`src/rtl/secuenciador_pkg.sv`:
```
// Shared types and constants for the register-file/ALU sequencer:
// FSM states, ALU operation codes, opcode/funct values and register legality.
package secuenciador_pkg;

  typedef enum logic [2:0] {
    ST_IDLE   = 3'd0,
    ST_DECODE = 3'd1,
    ST_READ   = 3'd2,
    ST_EXEC   = 3'd3,
    ST_WB     = 3'd4
  } estado_t;

  typedef enum logic [2:0] {
    ALU_ADD = 3'd0,
    ALU_SUB = 3'd1,
    ALU_AND = 3'd2,
    ALU_OR  = 3'd3,
    ALU_SLT = 3'd4
  } alu_op_t;

  localparam logic [5:0] OPC_RTYPE = 6'h00;
  localparam logic [5:0] OPC_ADDI  = 6'h08;

  localparam logic [5:0] FN_ADD = 6'h20;
  localparam logic [5:0] FN_SUB = 6'h22;
  localparam logic [5:0] FN_AND = 6'h24;
  localparam logic [5:0] FN_OR  = 6'h25;
  localparam logic [5:0] FN_SLT = 6'h2A;

  // Only $zero and $t0..$t5 exist in the attached register file.
  function automatic logic reg_legal(input logic [4:0] idx);
    return (idx == 5'd0) || ((idx >= 5'd8) && (idx <= 5'd13));
  endfunction

endpackage

```
`src/rtl/secuenciador_banco_decodificador.sv`:
```
// Combinational decoder for the supported R-type subset and addi;
// flags any unsupported opcode, funct or register index as illegal.
module decodificador_instr
  import secuenciador_pkg::*;
#(
  parameter int unsigned DATA_W = 32
) (
  input  logic [DATA_W-1:0] instr,
  output logic [4:0]        rs,
  output logic [4:0]        rt,
  output logic [4:0]        dest,
  output alu_op_t           alu_op,
  output logic              use_imm,
  output logic [DATA_W-1:0] imm_ext,
  output logic              illegal
);

  logic [5:0] opcode;
  logic [5:0] funct;
  logic [4:0] rd;

  assign opcode  = instr[31:26];
  assign funct   = instr[5:0];
  assign rd      = instr[15:11];
  assign rs      = instr[25:21];
  assign rt      = instr[20:16];
  assign imm_ext = {{(DATA_W-16){instr[15]}}, instr[15:0]};

  always_comb begin
    dest    = '0;
    alu_op  = ALU_ADD;
    use_imm = 1'b0;
    illegal = 1'b1;
    case (opcode)
      OPC_RTYPE: begin
        dest    = rd;
        illegal = 1'b0;
        case (funct)
          FN_ADD:  alu_op = ALU_ADD;
          FN_SUB:  alu_op = ALU_SUB;
          FN_AND:  alu_op = ALU_AND;
          FN_OR:   alu_op = ALU_OR;
          FN_SLT:  alu_op = ALU_SLT;
          default: illegal = 1'b1;
        endcase
        if (!(reg_legal(rs) && reg_legal(rt) && reg_legal(rd))) begin
          illegal = 1'b1;
        end
      end
      OPC_ADDI: begin
        dest    = rt;
        alu_op  = ALU_ADD;
        use_imm = 1'b1;
        illegal = !(reg_legal(rs) && reg_legal(rt));
      end
      default: illegal = 1'b1;
    endcase
  end

endmodule

```
`src/rtl/secuenciador_banco.sv`:
```
// Multi-cycle sequencer: accept, decode, register read, ALU execute, writeback.
// Optional retired-instruction counter enabled by defining SECUENCIADOR_PERF_EN.
module secuenciador_banco
  import secuenciador_pkg::*;
#(
  parameter int unsigned DATA_W      = 32,
  parameter int unsigned ALU_TIMEOUT = 15
) (
  input  logic              clk,
  input  logic              rst,
  input  logic              instr_valid,
  output logic              instr_ready,
  input  logic [DATA_W-1:0] instr,
  output logic [4:0]        rs,
  output logic [4:0]        rt,
  output logic              rf_read_en,
  input  logic [DATA_W-1:0] dato_A,
  input  logic [DATA_W-1:0] dato_B,
  output logic [DATA_W-1:0] alu_a,
  output logic [DATA_W-1:0] alu_b,
  output logic [2:0]        alu_op,
  output logic              alu_start,
  input  logic              alu_done,
  input  logic [DATA_W-1:0] alu_result,
  output logic [4:0]        write_reg,
  output logic [DATA_W-1:0] write_data,
  output logic              rf_write_en,
`ifdef SECUENCIADOR_PERF_EN
  output logic [15:0]       retired,
`endif
  output logic              busy,
  output logic              error
);

  localparam int unsigned CNT_W = $clog2(ALU_TIMEOUT + 1);

  estado_t           state_q, state_d;
  logic [DATA_W-1:0] instr_q, instr_d;
  logic [4:0]        rs_q, rs_d;
  logic [4:0]        rt_q, rt_d;
  logic [4:0]        write_reg_q, write_reg_d;
  alu_op_t           alu_op_q, alu_op_d;
  logic [DATA_W-1:0] alu_a_q, alu_a_d;
  logic [DATA_W-1:0] alu_b_q, alu_b_d;
  logic [DATA_W-1:0] write_data_q, write_data_d;
  logic [CNT_W-1:0]  cnt_q, cnt_d;
`ifdef SECUENCIADOR_PERF_EN
  logic [15:0]       retired_q, retired_d;
`endif

  logic [4:0]        dec_rs;
  logic [4:0]        dec_rt;
  logic [4:0]        dec_dest;
  alu_op_t           dec_alu_op;
  logic              dec_use_imm;
  logic [DATA_W-1:0] dec_imm;
  logic              dec_illegal;

  // Decodes the latched word, which stays stable until the next accept.
  decodificador_instr #(
    .DATA_W (DATA_W)
  ) u_dec (
    .instr   (instr_q),
    .rs      (dec_rs),
    .rt      (dec_rt),
    .dest    (dec_dest),
    .alu_op  (dec_alu_op),
    .use_imm (dec_use_imm),
    .imm_ext (dec_imm),
    .illegal (dec_illegal)
  );

  always_ff @(posedge clk or posedge rst) begin
    if (rst) begin
      state_q      <= ST_IDLE;
      instr_q      <= '0;
      rs_q         <= '0;
      rt_q         <= '0;
      write_reg_q  <= '0;
      alu_op_q     <= ALU_ADD;
      alu_a_q      <= '0;
      alu_b_q      <= '0;
      write_data_q <= '0;
      cnt_q        <= '0;
`ifdef SECUENCIADOR_PERF_EN
      retired_q    <= '0;
`endif
    end else begin
      state_q      <= state_d;
      instr_q      <= instr_d;
      rs_q         <= rs_d;
      rt_q         <= rt_d;
      write_reg_q  <= write_reg_d;
      alu_op_q     <= alu_op_d;
      alu_a_q      <= alu_a_d;
      alu_b_q      <= alu_b_d;
      write_data_q <= write_data_d;
      cnt_q        <= cnt_d;
`ifdef SECUENCIADOR_PERF_EN
      retired_q    <= retired_d;
`endif
    end
  end

  always_comb begin
    state_d      = state_q;
    instr_d      = instr_q;
    rs_d         = rs_q;
    rt_d         = rt_q;
    write_reg_d  = write_reg_q;
    alu_op_d     = alu_op_q;
    alu_a_d      = alu_a_q;
    alu_b_d      = alu_b_q;
    write_data_d = write_data_q;
    cnt_d        = cnt_q;
`ifdef SECUENCIADOR_PERF_EN
    retired_d    = retired_q;
`endif
    instr_ready  = 1'b0;
    rf_read_en   = 1'b0;
    alu_start    = 1'b0;
    rf_write_en  = 1'b0;
    error        = 1'b0;

    case (state_q)
      ST_IDLE: begin
        instr_ready = 1'b1;
        if (instr_valid) begin
          instr_d = instr;
          state_d = ST_DECODE;
        end
      end
      ST_DECODE: begin
        if (dec_illegal) begin
          error   = 1'b1;
          state_d = ST_IDLE;
        end else begin
          rs_d        = dec_rs;
          rt_d        = dec_rt;
          write_reg_d = dec_dest;
          alu_op_d    = dec_alu_op;
          state_d     = ST_READ;
        end
      end
      ST_READ: begin
        rf_read_en = 1'b1;
        alu_a_d    = dato_A;
        alu_b_d    = dec_use_imm ? dec_imm : dato_B;
        cnt_d      = '0;
        state_d    = ST_EXEC;
      end
      ST_EXEC: begin
        // The counter is cleared on entry, so zero marks the first EXEC cycle.
        alu_start = (cnt_q == '0);
        if (alu_done) begin
          write_data_d = alu_result;
          cnt_d        = '0;
          state_d      = ST_WB;
        end else if (cnt_q == CNT_W'(ALU_TIMEOUT - 1)) begin
          error   = 1'b1;
          cnt_d   = '0;
          state_d = ST_IDLE;
        end else begin
          cnt_d = cnt_q + CNT_W'(1);
        end
      end
      ST_WB: begin
        rf_write_en = (write_reg_q != 5'd0);
`ifdef SECUENCIADOR_PERF_EN
        retired_d   = retired_q + 16'd1;
`endif
        state_d     = ST_IDLE;
      end
      default: state_d = ST_IDLE;
    endcase
  end

  assign busy       = (state_q != ST_IDLE);
  assign rs         = rs_q;
  assign rt         = rt_q;
  assign write_reg  = write_reg_q;
  assign alu_op     = alu_op_q;
  assign alu_a      = alu_a_q;
  assign alu_b      = alu_b_q;
  assign write_data = write_data_q;
`ifdef SECUENCIADOR_PERF_EN
  assign retired    = retired_q;
`endif

endmodule

```
`config.mk`:
```
export PLATFORM = sky130hd
export DESIGN_NAME = secuenciador_banco
export DESIGN_NICKNAME = d
export VERILOG_FILES = /design/src/rtl/secuenciador_pkg.sv /design/src/rtl/secuenciador_banco_decodificador.sv /design/src/rtl/secuenciador_banco.sv
export SDC_FILE = /design/constraint.sdc
export NUM_CORES = 1
export LEC_CHECK = 0
export BUFFER_PORTS_ARGS = -buffer_cell sky130_fd_sc_hd__buf_2
export CAP_MARGIN = 20
export CORE_MARGIN = 1.5
export CORE_UTILIZATION = 48
export CTS_CLUSTER_SIZE = 20
export DETAILED_ROUTE_END_ITERATION = 10
export PLACE_DENSITY = 0.79
export SLEW_MARGIN = 25
export SYNTH_ARGS = -nofsm -noshare
export SYNTH_HDL_FRONTEND = slang
export SYNTH_SLANG_ARGS = --single-unit
```
`constraint.sdc`:
```
create_clock -name clk -period 5.9 [get_ports clk]
set_input_delay 0.59 -clock clk [delete_from_list [all_inputs] [get_ports clk]]
set_output_delay 0.59 -clock clk [all_outputs]
set_load 0.05 [all_outputs]
```
==> impl_metrics.py, run 1 <==
metrics = {
    "outcome": {
        "status": "complete, no violations",
    },
    "finish": {
        "antenna_cells": 0,
        "area_growth_pct": 32.2,
        "final_layout_size_suffix_gt1_share_pct": 47.2,
        "fin_cells": 962,
        "stdcell_area_mm2": 0.00828,
        "fillers": 996,
        "nets": 912,
        "seq_area_mm2": 0.00383,
        "multiInputGateArea_mm2": 0.00227,
        "fin_util_pct": 65.3,
    },
    "yosys": {
        "synth_top_family_by_area": "multiplexers",
        "synth-seq-cells": 153,
        "yosys.area_share.simple_pct": 12.3,
        "synth_area_leader_cell": "dfrtp_1",
        "yosys_warnings": 0,
        "ys_top_cells_by_area": "dfrtp_1 (61%), mux2_2 (13%), nand2_1 (6.2%), a21oi_1 (4.1%), mux2i_1 (2.4%)",
        "syn_area_per_cell_um2": 11.8,
        "synthAdderAreaFrac_pct": 0.600,
        "synth-edff-count": 0,
        "synth_cells": 532,
        "synth_area_mm2": 0.00626,
        "yosysUniqueCellTypes": 42,
        "yosysSeqAreaShare_pct": 61.2,
        "yosysTopAreaCellShare_pct": 61.2,
        "synthArstFlopShare_pct": 100,
        "synth_xor_area_share_pct": 0,
        "synth_compound_area_share_pct": 6.56,
        "synth_most_common_cell": "dfrtp_1",
        "synth.area.mux_share_pct": 16.7,
        "ys_top_cells_by_count": "dfrtp_1 (153), nand2_1 (104), mux2_2 (74), a21oi_1 (51), nor2_1 (40)",
        "yosys_most_used_dff": "dfrtp_1",
        "syn-num-nets": 667,
    },
    "die": {
        "initial_utilization_pct": 49.4,
        "io_pins": 252,
        "rows": 41,
        "die_h_um": 117,
        "die_w_um": 117,
        "die_area_mm2": 0.0137,
        "coreArea_mm2": 0.0127,
    },
    "drt": {
        "avgRoutedWirePerCell_um": 15.8,
        "vias": 4878,
        "drt_pass1_iterations": 5,
        "drt-total-wl_mm": 15.2,
        "viasPerCell": 5.07,
        "ant_nets": 0,
        "drt_iter0_drc": 257,
        "drcViolationCount": 0,
    },
    "clocking": {
        "clock-sinks": 153,
        "cts_resized": 0,
        "clk_latency_ps": 410,
        "htreeDepth": 4,
        "cts_made_buffers": 17,
        "ctsLongestPathBuffers": 2,
        "cts_tree": "built",
        "clkTransAtPathRegs_ps": 60,
        "cts_setup_buffers": 0,
        "root_buffer": "clkbuf_16",
        "hold_buffers": 0,
    },
    "critical_path": {
        "cp_max_fo": 98,
        "worstRegToRegCells": 5,
        "slowest_delay_ps": 770,
        "regToRegSetupSlack_ps": 3570,
        "cp-end-kind": "output port",
        "slowest_stage": "buf_4",
        "crit_path_start_kind": "flip-flop",
        "cp.arrival_ps": 2400,
        "worstPathRequired_ps": 5310,
        "reg2reg_to": "write_reg[1]$_DFFE_PP0P_",
        "r2r-start": "instr_q[31]$_DFFE_PP0P_",
        "worstSetupPathType": "flip-flop to output port",
        "path_cells": "nand2b_1, nor2_4, buf_4, buf_2",
    },
    "global_route": {
        "track_usage_pct": 22.5,
        "grt_pass1_wl_mm": 23.3,
        "grt_max_degree": 99,
        "antenna_found_initial": 0,
        "grt_util_met2_pct": 38.7,
        "grt_overflow": 0,
        "busiest_layer": "met2",
        "met3_usage_pct": 7.26,
        "first_global_vias": 4785,
        "grt_util_met1_pct": 26.3,
    },
    "timing": {
        "hold_viol_final": 0,
        "fmax_mhz": 334,
        "rsz0062_at_grt": "no",
        "tightest_slew_ps": 991,
        "setup_viol_count_final": 0,
        "period_minus_slack_ps": 2990,
        "skew_ps": 8.51,
        "setup_tns_ps": 0,
        "fin_crit_sh_pct": 50.7,
        "slew_viol_final": 0,
        "slew-limit-headroom_pct": 33.9,
    },
    "placement": {
        "io_buffers": 251,
        "placed_cells_incl_taps": 930,
        "place_area_mm2": 0.00764,
        "finalWeightedCongestion": 0.754,
        "dp_hpwl_mm": 11.1,
    },
    "power_and_ir_drop": {
        "leakage_nw": 4.34,
        "power.density_mw_per_mm2": 566,
        "peakVddDrop_uv": 384,
    },
    "hold_path": {
        "hold_class": "input pin to async pin",
    },
    "job": {
        "cap_violations": 0,
    },
}
==> worst max-delay path: cells and delay by family, from the launching register on <==
family,cells,cell delay [ps]
flops,1,420
buf+inv,2,1180
simple gates,2,360
==> cells by family (layout without fill, tap and decap cells) <==
kind of cell               count (synthesis)  after routing
AOI/OAI and AO/OA                         72             72
and+or+nand+nor                          174            174
adders and majority gates                  3              3
DFF                                      153            153
muxes                                     93             93
buffers and inverters                     37            295
==> cell type report <==
cell class	instances	share of cell area, %
Multi-Input combinational cell	342	27.4
Clock inverter	10	2.00
Tap cell	172	2.60
Clock buffer	22	5.73
Sequential cell	153	46.3
Inverter	8	0.423
Timing Repair Buffer	255	15.5
==> cell usage in the layout, fill, tap and decap left out, drive strengths merged <==
cell type    n
buf        255
dfrtp      153
nand2      104
mux2        78
a21oi       51
nor2        41
clkbuf      22
mux2i       15
inv          9
o21ai        8
and2         5
nand2b       4
bufinv       4
o31ai        3
a22o         3
ha           3
clkinvlp     3
nor3         3
or3          3
nor4         2
nand3b       2
nand3        2
nor4b        2
clkinv       2
or4b         1
o21ba        1
o22ai        1
a41oi        1
a21boi       1
a21bo        1
o2111ai      1
nor2b        1
o32ai        1
or4          1
or3b         1
nor3b        1
nand4b       1
==> how the worst max path moves through the flow <==
stage | endpoint | from | cells past startpoint
finish | rf_read_en | state_q[2]$_DFFE_PP0P_ | 4
global route | rf_read_en | state_q[2]$_DFFE_PP0P_ | 4
CTS | rf_read_en | state_q[2]$_DFFE_PP0P_ | 4
detailed placement | rf_read_en | state_q[2]$_DFFE_PP0P_ | 4
global placement | rf_read_en | state_q[2]$_DFFE_PP0P_ | 4
floorplan | alu_a[0]$_DFFE_PP0P_ | rst | 1
==> per-layer routing <==
metal,vias up,part of all wire [%]
li1,2296,-
met1,2364,39
met2,199,52
met3,19,8.0
met4,0,1.8
met5,-,0
==> report_power, final <==
group | switching (mW) | total, mW | internal, mW
sequential | 0.206 | 1.61 | 1.40
combinational | 1.45 | 1.93 | 0.471
clock | 0.412 | 1.16 | 0.743
total | 2.07 | 4.69 | 2.61
==> metrics by stage <==
step	setup slack, ps	hold WS, ps	total power, mW
after floorplan	1190	468	3.05
after global placement	3390	453	3.50
after detailed placement	3340	460	3.56
after CTS	2890	341	4.73
after global routing	2730	357	4.90
final	2910	345	4.69
No activity file was read; power rests on OpenSTA's default activity.
==> inputs of run 2 (changes only) <==
==> constraint.sdc (replaced) <==
create_clock -name clk -period 2.8 [get_ports clk]
set_input_delay 0.28 -clock clk [delete_from_list [all_inputs] [get_ports clk]]
set_output_delay 0.28 -clock clk [all_outputs]
set_load 0.05 [all_outputs]
==> run 2 against run 1 <==
Sequential power rose by 110%. Die area did not move. Clock power rose by 110%. Final cell count grew 0.52%. Sequential share of layout area fell by 0.30 points. Non-clock buffer count is 4 higher. Largest power group unchanged.
==> impl_metrics.py, run 2 (synthesis gave the netlist of run 1 again) <==
metrics = {
    "timing": {
        "skew_ps": 3.92,
        "period_minus_slack_ps": 2280,
        "setup_tns_ps": 0,
        "fmax_mhz": 438,
        "tightest_slew_ps": 982,
        "fin_crit_sh_pct": 81.6,
        "rsz0062_at_grt": "no",
        "setup_viol_count_final": 0,
        "slew-limit-headroom_pct": 34.5,
        "slew_viol_final": 0,
        "whs_ps": 56.1,
        "final.setup.worst_slack_ps": 516,
        "hold_viol_final": 0,
    },
    "drt": {
        "avgRoutedWirePerCell_um": 15.9,
        "drcViolationCount": 0,
        "drt-total-wl_mm": 15.3,
        "viasPerCell": 5.04,
        "drt_iter0_drc": 238,
        "ant_nets": 0,
        "drt_pass1_iterations": 6,
        "vias": 4873,
    },
    "power_and_ir_drop": {
        "peakVddDrop_uv": 797,
        "power.density_mw_per_mm2": 1180,
        "leakage_nw": 4.37,
    },
    "global_route": {
        "antenna_found_initial": 1,
        "grt_overflow": 0,
        "first_global_vias": 4785,
        "track_usage_pct": 22.3,
        "grt_max_degree": 154,
        "grt_pass1_wl_mm": 23.1,
    },
    "job": {
        "cap_violations": 0,
    },
    "critical_path": {
        "cp.arrival_ps": 2580,
        "worstSetupPathType": "flip-flop to flip-flop",
        "worstPathRequired_ps": 3090,
        "cp_max_fo": 19,
        "cp-end-kind": "flip-flop",
        "slowest_stage": "or3_1",
        "path_cells": "or3_4, nor3_4, o2111ai_2, or3_1, mux2_4",
        "slowest_delay_ps": 680,
        "crit_path_start_kind": "flip-flop",
        "cp_top_family": "simple AND/OR/NAND/NOR gates",
        "crit_buf_inv": 0,
    },
    "finish": {
        "final_common_cell": "buf_2",
        "area_growth_pct": 33.1,
        "final_layout_size_suffix_gt1_share_pct": 47.5,
        "layout_common_cells": "buf_2 (251), dfrtp_1 (153), nand2_1 (104)",
        "nets": 916,
    },
    "die": {
        "coreArea_mm2": 0.0127,
        "die_h_um": 117,
        "rows": 41,
        "initial_utilization_pct": 49.4,
        "die_w_um": 117,
        "io_pins": 252,
        "die_area_mm2": 0.0137,
    },
    "clocking": {
        "root_buffer": "clkbuf_16",
        "clock-sinks": 153,
        "htreeDepth": 4,
        "hold_buffers": 0,
        "cts_setup_buffers": 0,
        "cts_made_buffers": 17,
        "clk_latency_ps": 410,
        "ctsLongestPathBuffers": 2,
        "cts_resized": 0,
        "clkTransAtPathRegs_ps": 60,
        "cts_tree": "built",
    },
    "placement": {
        "post-place-ws_ps": 505,
        "finalWeightedCongestion": 0.754,
        "io_buffers": 251,
        "dp_hpwl_mm": 11.2,
    },
    "outcome": {
        "status": "complete, no violations",
    },
    "hold_path": {
        "hold_class": "input pin to flip-flop",
    },
}
## run 2: changes by cell type in the layout (fill, tap and decap cells not counted), sizes merged
cell | previous run | this run
clkbuf | 22 | 26
diode | 0 | 1
buf | 255 | 259
inv | 9 | 7
bufinv | 4 | 3
clkinvlp | 3 | 2
## run 2: stage by stage
stage | utilization (%) | instance area (um2) | cells | power (mW)
after floorplan | - | 6260 | 532 | 6.44
after global placement | 60.7 | 7690 | 934 | 7.38
after detailed placement | 60.7 | 7690 | 934 | 7.49
after CTS | 65.7 | 8330 | 966 | 9.94
after global routing | 65.7 | 8330 | 966 | 10.3
final | 65.7 | 8330 | 967 | 9.85
## run 2: worst register-to-register path: cells and delay by family (launching register included)
kind	cells	cell delay [ps]
AOI/OAI and AO/OA	1	150
muxes	1	420
and+or+nand+nor	3	1230
DFF	1	370
## run 2: report_power, final
group          switching [mW]  leakage, nW  total [mW]  internal [mW]
clock                   0.842        0.313        2.41           1.57
sequential              0.440         1.87        3.39           2.95
combinational            3.05         2.19        4.05          0.999
total                    4.33         4.37        9.85           5.52
## run 2: metal layers
layer	share of wire [%]	track usage, %	vias up
met4	1.2	8.03	0
met3	8.1	6.54	15
met5	0	0	-
met1	39	25.8	2367
met2	52	39.5	190
li1	-	-	2301
## run 2: layout make-up
type	count	area [um2]
Inverter	8	33.8
Clock buffer	26	529
Timing Repair Buffer	259	1340
Fill cell	1021	4340
Antenna cell	1	2.50
Sequential cell	153	3830
Multi-Input combinational cell	342	2270
Clock inverter	6	108
Tap cell	172	215
## run 2: worst paths after layout
path                                            start                         end  slack (ps)  cells past startpoint
hold reg to reg            write_data[17]$_DFFE_PP0P_  write_data[17]$_DFFE_PP0P_         470                      2
min in group asynchronous                         rst       alu_a[31]$_DFFE_PP0P_          70                      3
setup reg to reg              instr_q[31]$_DFFE_PP0P_    write_reg[0]$_DFFE_PP0P_         520                      5
hold / removal                          alu_result[6]   write_data[6]$_DFFE_PP0P_          60                      3
max in group asynchronous                         rst  write_data[30]$_DFFE_PP0P_        2100                      3
setup / recovery              instr_q[31]$_DFFE_PP0P_    write_reg[0]$_DFFE_PP0P_         520                      5
==> inputs of run 3 (changes only) <==
--- a/config.mk
+++ b/config.mk
@@ -8,10 +8,10 @@
 export BUFFER_PORTS_ARGS = -buffer_cell sky130_fd_sc_hd__buf_2
 export CAP_MARGIN = 20
 export CORE_MARGIN = 1.5
-export CORE_UTILIZATION = 48
+export CORE_UTILIZATION = 44
 export CTS_CLUSTER_SIZE = 20
 export DETAILED_ROUTE_END_ITERATION = 10
-export PLACE_DENSITY = 0.79
+export PLACE_DENSITY = 0.77
 export SLEW_MARGIN = 25
 export SYNTH_ARGS = -nofsm -noshare
 export SYNTH_HDL_FRONTEND = slang
==> constraint.sdc (replaced) <==
create_clock -name clk -period 2.08 [get_ports clk]
set_input_delay 0.208 -clock clk [delete_from_list [all_inputs] [get_ports clk]]
set_output_delay 0.208 -clock clk [all_outputs]
set_load 0.05 [all_outputs]
==> run 3 against run 2 <==
The run now ends with negative setup slack left. Power rose by 34%. Register-to-register slack worse by 520 ps. Sequential share of layout area fell by 4.0 points. Largest cell class unchanged. Largest power group unchanged.
==> impl_metrics.py, run 3 (synthesis gave the netlist of run 1 again) <==
metrics = {
    "drt": {
        "ant_nets": 0,
        "avgRoutedWirePerCell_um": 15.6,
        "drt-total-wl_mm": 16.2,
        "drt_iter0_drc": 190,
        "vias": 5097,
        "drcViolationCount": 0,
        "viasPerCell": 4.92,
        "drt_pass1_iterations": 4,
    },
    "die": {
        "die_h_um": 122,
        "io_pins": 252,
        "die_w_um": 122,
        "rows": 43,
        "coreArea_mm2": 0.0139,
        "initial_utilization_pct": 45.1,
        "die_area_mm2": 0.0150,
    },
    "timing": {
        "whs_ps": 20.6,
        "period_minus_slack_ps": 2220,
        "hold_viol_final": 0,
        "fin_crit_sh_pct": 107,
        "slew-limit-headroom_pct": 68.1,
        "setup_viol_count_final": 1,
        "rsz0062_at_grt": "yes",
        "tightest_slew_ps": 479,
        "fmax_mhz": 451,
        "final.setup.worst_slack_ps": -138,
        "slew_viol_final": 0,
        "skew_ps": 8.75,
    },
    "finish": {
        "fin_util_pct": 65.7,
        "multiInputGateArea_mm2": 0.00242,
        "layout_common_cells": "buf_2 (248), dfrtp_1 (153), nand2_1 (104)",
        "fin_cells": 1036,
        "final_layout_size_suffix_gt1_share_pct": 47.5,
        "antenna_cells": 0,
        "fillers": 1038,
        "nets": 981,
        "area_growth_pct": 45.8,
        "final_common_cell": "buf_2",
        "seq_area_mm2": 0.00383,
    },
    "power_and_ir_drop": {
        "power.density_mw_per_mm2": 1450,
        "peakVddDrop_uv": 780,
        "leakage_nw": 4.76,
    },
    "global_route": {
        "grt_max_degree": 90,
        "antenna_found_initial": 1,
        "grt_pass1_wl_mm": 24.5,
        "grt_overflow": 0,
        "first_global_vias": 4912,
        "track_usage_pct": 21.4,
    },
    "outcome": {
        "status": "finished with violations",
        "violations": "negative setup slack",
    },
    "clocking": {
        "htreeDepth": 4,
        "clkTransAtPathRegs_ps": 60,
        "clock-sinks": 153,
        "root_buffer": "clkbuf_16",
        "cts_made_buffers": 17,
        "ctsLongestPathBuffers": 2,
        "cts_tree": "built",
        "clk_latency_ps": 420,
    },
    "critical_path": {
        "slowest_stage": "or3_4",
        "cp_top_family": "simple AND/OR/NAND/NOR gates",
        "worstPathRequired_ps": 1870,
        "r2r-start": "instr_q[30]$_DFFE_PP0P_",
        "cp-end-kind": "output port",
        "cp.arrival_ps": 2010,
        "regToRegSetupSlack_ps": 0,
        "slowest_delay_ps": 400,
        "worstSetupPathType": "flip-flop to output port",
        "worstRegToRegCells": 6,
        "crit_path_start_kind": "flip-flop",
        "cp_max_fo": 2,
        "crit_buf_inv": 2,
        "path_cells": "or3_4, nor3_4, o2111ai_2, buf_4, nor2_4, o32ai_2, buf_6",
        "reg2reg_to": "write_reg[0]$_DFFE_PP0P_",
    },
    "hold_path": {
        "min_to": "instr_q[15]$_DFFE_PP0P_",
        "whs_path_depth": 3,
        "hold_class": "input pin to flip-flop",
        "min_from": "instr[15]",
    },
    "placement": {
        "post-place-ws_ps": -75.6,
        "dp_hpwl_mm": 10.8,
        "placed_cells_incl_taps": 958,
        "io_buffers": 251,
        "finalWeightedCongestion": 0.764,
    },
    "job": {
        "cap_violations": 0,
    },
}
==> run 3: worst register-to-register path, stage by stage, from the launching register on <==
cell and delay (ps):
dfrtp_1 380, or3_4 400, nor3_4 170, o2111ai_2 140, or3_1 400, buf_12 180
mux2_4 300
==> run 3: what timing repair did <==
item                       in CTS  in global routing
pin swaps                       3                  2
hold buffers                   43                  0
hold endpoints to repair      195                  0
gates cloned                    1                  1
gates resized for setup         8                  3
setup endpoints to repair      34                 50
setup buffers                   2                  2
==> run 3: stage by stage <==
| stage | total power [mW] | cell area (um2) | setup TNS, ps |
|---|---|---|---|
| after global routing | 13.8 | 9120 | -830 |
| final | 13.2 | 9120 | -138 |
| after detailed placement | 10.2 | 8020 | -1120 |
| after CTS | 13.3 | 9070 | -2040 |
| after global placement | 10.1 | 8020 | -163 |
| after floorplan | 8.75 | 6440 | -9780 |
==> run 3: worst max-delay path by stage <==
| stage | start | to | slack, ps | cells after the start |
|---|---|---|---|---|
| global route | instr_q[30]$_DFFE_PP0P_ | error | -220 | 7 |
| CTS | instr_q[30]$_DFFE_PP0P_ | error | -190 | 7 |
| global placement | instr_q[31]$_DFFE_PP0P_ | alu_b[20]$_DFFE_PP0P_ | -20 | 6 |
| detailed placement | instr_q[31]$_DFFE_PP0P_ | alu_b[31]$_DFFE_PP0P_ | -80 | 6 |
| finish | instr_q[30]$_DFFE_PP0P_ | error | -140 | 7 |
| floorplan | rst | alu_a[0]$_DFFE_PP0P_ | -60 | 1 |
==> run 3: cell type report <==
| cell class | count | share of cell area, % |
|---|---|---|
| clock inverters | 9 | 1.10 |
| multi-input cells | 343 | 26.6 |
| clock buffers | 20 | 5.12 |
| repair buffers | 323 | 22.4 |
| flip-flops and latches | 153 | 42.0 |
| inverters | 8 | 0.411 |
| well taps | 180 | 2.47 |
==> run 3: per-layer routing <==
layer / GRT usage [%] / wire (um)
met4: 7.99 / 265
met3: 5.67 / 1020
met2: 35.2 / 8030
met1: 27.1 / 6860
met5: 0 / 15
==> run 3: report_power, final <==
part           internal (mW)  switching, mW
logic                   1.52           4.19
registers               3.98          0.586
clock network           1.83           1.13
total                   7.32           5.91
